File: src/rtl/exception_controller.sv
// Exception/interrupt sequencer for the multicycle datapath: saves EPC and cause,
// fetches the handler vector, loads the PC, and services return-from-exception.
module exception_controller #(
   parameter logic [31:0] VEC_BASE = 32'h000000F0,
   parameter int unsigned MEM_LAT  = 1
) (
   input  logic        clock,
   input  logic        reset,
   input  logic        fetch_boundary,
   input  logic        bad_op,
   input  logic        ovf_check,
   input  logic        ovf,
   input  logic        irq,
   input  logic        eret,
   input  logic [31:0] pc,
   input  logic [31:0] mem_rdata,
   output logic        exc_active,
   output logic        mem_addr_sel,
   output logic [31:0] mem_addr,
   output logic        pc_load,
   output logic [31:0] pc_value,
   output logic [31:0] epc,
   output logic [1:0]  cause,
   output logic        int_enable
);

   localparam int unsigned CNT_W = 2;

   typedef enum logic [2:0] {
      IDLE   = 3'd0,
      SAVE   = 3'd1,
      VEC_RD = 3'd2,
      LOAD   = 3'd3,
      RET    = 3'd4
   } state_t;

   state_t           state;
   logic [CNT_W-1:0] lat_cnt;
   logic             irq_meta;
   logic             irq_s;
   logic [1:0]       code_c;
   logic             take_c;
   logic             ret_c;

   // Two-flop synchroniser for the asynchronous interrupt level
   always_ff @(posedge clock or negedge reset) begin
      if (!reset) begin
         irq_meta <= 1'b0;
         irq_s    <= 1'b0;
      end else begin
         irq_meta <= irq;
         irq_s    <= irq_meta;
      end
   end

   // Prioritised event encode; irq only counts at an instruction boundary
   always_comb begin
      code_c = 2'd0;
      if (bad_op)
         code_c = 2'd1;
      else if (ovf && ovf_check)
         code_c = 2'd2;
      else if (irq_s && int_enable && fetch_boundary)
         code_c = 2'd3;
   end

   assign take_c = (state == IDLE) && (code_c != 2'd0);
   assign ret_c  = (state == IDLE) && !take_c && eret;

   always_ff @(posedge clock or negedge reset) begin
      if (!reset) begin
         state      <= IDLE;
         lat_cnt    <= '0;
         epc        <= '0;
         cause      <= 2'd0;
         int_enable <= 1'b1;
      end else begin
         case (state)
            IDLE: begin
               // Synchronous causes have already advanced PC past the faulting instruction
               if (take_c) begin
                  epc        <= (code_c == 2'd3) ? pc : pc - 32'd4;
                  cause      <= code_c;
                  int_enable <= 1'b0;
                  state      <= SAVE;
               end else if (ret_c) begin
                  state <= RET;
               end
            end
            SAVE: begin
               lat_cnt <= '0;
               state   <= VEC_RD;
            end
            VEC_RD: begin
               if (lat_cnt == CNT_W'(MEM_LAT - 1))
                  state <= LOAD;
               else
                  lat_cnt <= lat_cnt + CNT_W'(1);
            end
            LOAD: begin
               state <= IDLE;
            end
            RET: begin
               int_enable <= 1'b1;
               state      <= IDLE;
            end
            default: begin
               state <= IDLE;
            end
         endcase
      end
   end

   // Datapath overrides decoded from the state register
   always_comb begin
      exc_active   = take_c || (state != IDLE);
      mem_addr_sel = 1'b0;
      mem_addr     = '0;
      pc_load      = 1'b0;
      pc_value     = '0;
      case (state)
         VEC_RD: begin
            mem_addr_sel = 1'b1;
            mem_addr     = VEC_BASE + 32'({cause, 2'b00});
         end
         LOAD: begin
            pc_load  = 1'b1;
            pc_value = {mem_rdata[31:2], 2'b00};
         end
         RET: begin
            pc_load  = 1'b1;
            pc_value = epc;
         end
         default: ;
      endcase
   end

endmodule
File: config.mk
export PLATFORM = sky130hd
export DESIGN_NAME = exception_controller
export DESIGN_NICKNAME = d
export VERILOG_FILES = /design/src/rtl/exception_controller.sv
export SDC_FILE = /design/constraint.sdc
export NUM_CORES = 1
export LEC_CHECK = 0
export BUFFER_PORTS_ARGS = -buffer_cell sky130_fd_sc_hd__buf_2
export CAP_MARGIN = 10
export CORE_UTILIZATION = 47
export DETAILED_ROUTE_END_ITERATION = 8
export PLACE_DENSITY_LB_ADDON = 0.05
export SYNTH_ARGS = -nofsm -noshare
export SYNTH_HDL_FRONTEND = slang
export SYNTH_SLANG_ARGS = --single-unit
File: constraint.sdc
create_clock -name clock -period 3.45 [get_ports clock]
set_input_delay 0.69 -clock clock [delete_from_list [all_inputs] [get_ports clock]]
set_output_delay 0.69 -clock clock [all_outputs]
set_load 0.005 [all_outputs]
==> metrics.txt <==
FF+latch count, synth 42; initial antenna violation count 0; CTS Buffer Depth 2; fin crit period 2.76 ns; Critical Path RT 2.76 ns; crit path kind reg -> out; post-DP HPWL 5400 um; critical path arrival 2.07 ns; register area share after synthesis 37.5%; Post-Synthesis Cells 321; Worst Setup Start Kind register; VDD IR-drop max 0.381 mV; number of diodes 0; Post-synth EDFFs 0; number of buffers created by CTS 5; die outline height 79.3 um; final count of hold timing violations 0; Leakage 1.85 nW; Hold WS 0.351 ns; Final setup violation count 0; Relative slew margins 36.8%; r2r setup slk 1.21 ns; design area 3570 um2; clk_lat worst skew 0.29 ns; Synth cell types 43; Ys Warns 0; CTS resizes 0; Cell Area, Placed 3490 um2; count of hold-fix buffers inserted at cts 0; register area 1050 um2; CTS HTree Levels 2; core footprint 5640 um2; first-pass GRT wire length 11000 um; Fillers 500; I/O pin count 174; status completed; Pwr Density 626 nW/um2; chip width 79.3 um; Placer Congestion 0.811; CTS tree built; CP max FO 21; Mapped Area 2810 um2; setup bufs post-CTS 0; PortBufs 145; Finished Core Util 63.4%; number of routed nets with antenna violations 0; layout cells sized above 1 37.0%; switching share of total power 39.5%; Peak Freq 363 MHz; Psw 0.883 mW; Max Slew Vio Count 0; ys async rst share 100%; Layout area overhead 27.4%; Max Cap Viol 0; Initial Utilization 49.7%; NumNets Final 532; leading register cell type out of synthesis dfrtp_1; period utilization 79.9%; Avg Synthesized Cell Area 8.74 um2; gr usage total 22.4%; routed vias 2734; part of the power in the clock network 13.6%; die footprint 6280 um2; CTS sink cnt 42; worst slew pin tran 0.949 ns; Avg WL per Cell 13.3 um; RSZ-0062 raised after global routing false; largest net degree at the start of global routing 43; vias in the first global route 2452; remaining global-route overflow 0; area of the multi-input gates 1540 um2; Post-route DRC 0; hold crit path type reg -> reg; site row count 27; DR iter-0 viols 52; Vias per Instance 5.15; total power 2.24 mW; setup TNS 0 ns; Crit. End Element primary output; Clock Pin Slew Worst Setup and Hold Paths 0.08 ns; clock skew 0.00582 ns; Detailed Route WL 7060 um; P_int 1.35 mW; combinational power share 46.1%; share of power burned in registers 40.3%; Pre-antenna DRT Iters 4; CTS Root Buffer Type clkbuf_8
critical path, cell delays in order (launching register included):
cell,delay (ns)
dfrtp_1,0.56
nand2_1,0.11
nor2_2,0.48
buf_4,0.35
a22o_1,0.17
buf_2,0.11
routing by layer:
| layer | track usage (%) | wire, um |
|---|---|---|
| met5 | 0 | 0 |
| met4 | 6.73 | 80 |
| met3 | 5.17 | 422 |
| met2 | 39.9 | 3620 |
| met1 | 26.7 | 2940 |
state kept, by name, indices dropped and copies added (netlist names):
register	cells
cause	2
int_enable	1
lat_cnt	2
state	3
epc	32
irq_meta	1
irq_s	1
worst paths after layout:
check,start,endpoint,cells after the start
max,state[0],pc_value[3],5
min,irq_meta,irq_s,0
max reg2reg,int_enable,epc[31],5
min reg2reg,irq_meta,irq_s,0
max in group asynchronous,reset,irq_meta,1
min in group asynchronous,reset,lat_cnt[1],1
metrics by stage:
step,setup slack (ns),cells
2_1_floorplan,1.10,346
3_3_place_gp,0.880,523
3_5_place_dp,0.832,523
4_1_cts,0.642,531
5_1_grt,0.538,531
6_report,0.693,531
power groups by stage:
stage | registers, mW | logic, mW | clock network [mW]
floorplan | 0.878 | 0.611 | 0
global placement | 0.903 | 1.02 | 0
detailed placement | 0.912 | 1.05 | 0
CTS | 0.903 | 1.05 | 0.313
global route | 0.937 | 1.18 | 0.336
finish | 0.901 | 1.03 | 0.303
logic make-up (layout without fill, tap and decap cells):
family,Yosys count,in the layout,synth area share [%]
XOR/XNOR,27,27,8.43
other,1,26,0.134
AND/OR/NAND/NOR,111,111,20.6
adder cells (fa/ha/maj),2,2,0.892
multiplexers,5,5,1.87
AO/OA/AOI/OAI,77,77,19.1
flip-flops,42,42,37.5
buffers and inverters,56,169,11.5
cell type report:
| type | count | share of cell area, % |
|---|---|---|
| Tap cell | 72 | 2.52 |
| Clock buffer | 8 | 2.24 |
| Timing Repair Buffer | 151 | 21.6 |
| Inverter | 10 | 1.05 |
| Sequential cell | 42 | 29.4 |
| Multi-Input combinational cell | 248 | 43.2 |
cell usage after synthesis (2+ instances only):
cell type | count | area, um2
xor2_1 | 5 | 43.8
mux2i_1 | 3 | 30.0
nor3_1 | 15 | 75.1
or4_1 | 5 | 37.5
o21ai_0 | 28 | 140
inv_1 | 10 | 37.5
o2111ai_1 | 2 | 17.5
nor4_1 | 5 | 31.3
a21o_1 | 2 | 15.0
nor3_2 | 2 | 20.0
o21ai_1 | 5 | 25.0
mux2_2 | 2 | 22.5
or2_2 | 2 | 12.5
and3_1 | 3 | 18.8
buf_4 | 30 | 225
xnor2_1 | 22 | 193
clkbuf_1 | 16 | 60.1
nor2_1 | 18 | 67.6
nand2_1 | 40 | 150
a21oi_1 | 3 | 15.0
nand3_1 | 2 | 10.0
ha_1 | 2 | 25.0
nor4b_1 | 3 | 26.3
and2_1 | 2 | 12.5
a22o_1 | 30 | 263
or3_1 | 7 | 43.8
dfrtp_1 | 41 | 1030
layout by cell type, fill, tap and decap left out, types with 2 or more instances in the layout:
| cell type | n |
|---|---|
| nor4_1 | 5 |
| a21oi_1 | 3 |
| clkbuf_8 | 5 |
| xor2_1 | 5 |
| conb_1 | 26 |
| a21o_1 | 2 |
| and3_1 | 3 |
| dfrtp_1 | 41 |
| o2111ai_1 | 2 |
| or2_2 | 2 |
| nor3_1 | 15 |
| inv_1 | 10 |
| mux2i_1 | 3 |
| buf_4 | 6 |
| o21ai_1 | 5 |
| mux2_2 | 2 |
| nor4b_1 | 3 |
| ha_1 | 2 |
| nand2_1 | 40 |
| or3_1 | 7 |
| nor2_1 | 17 |
| clkbuf_1 | 3 |
| buf_2 | 145 |
| a22o_1 | 30 |
| or4_1 | 5 |
| xnor2_1 | 22 |
| nand3_1 | 2 |
| o21ai_0 | 27 |
| nor3_2 | 2 |
| and2_1 | 2 |
Note: power is estimated with default switching activity, not from simulation.
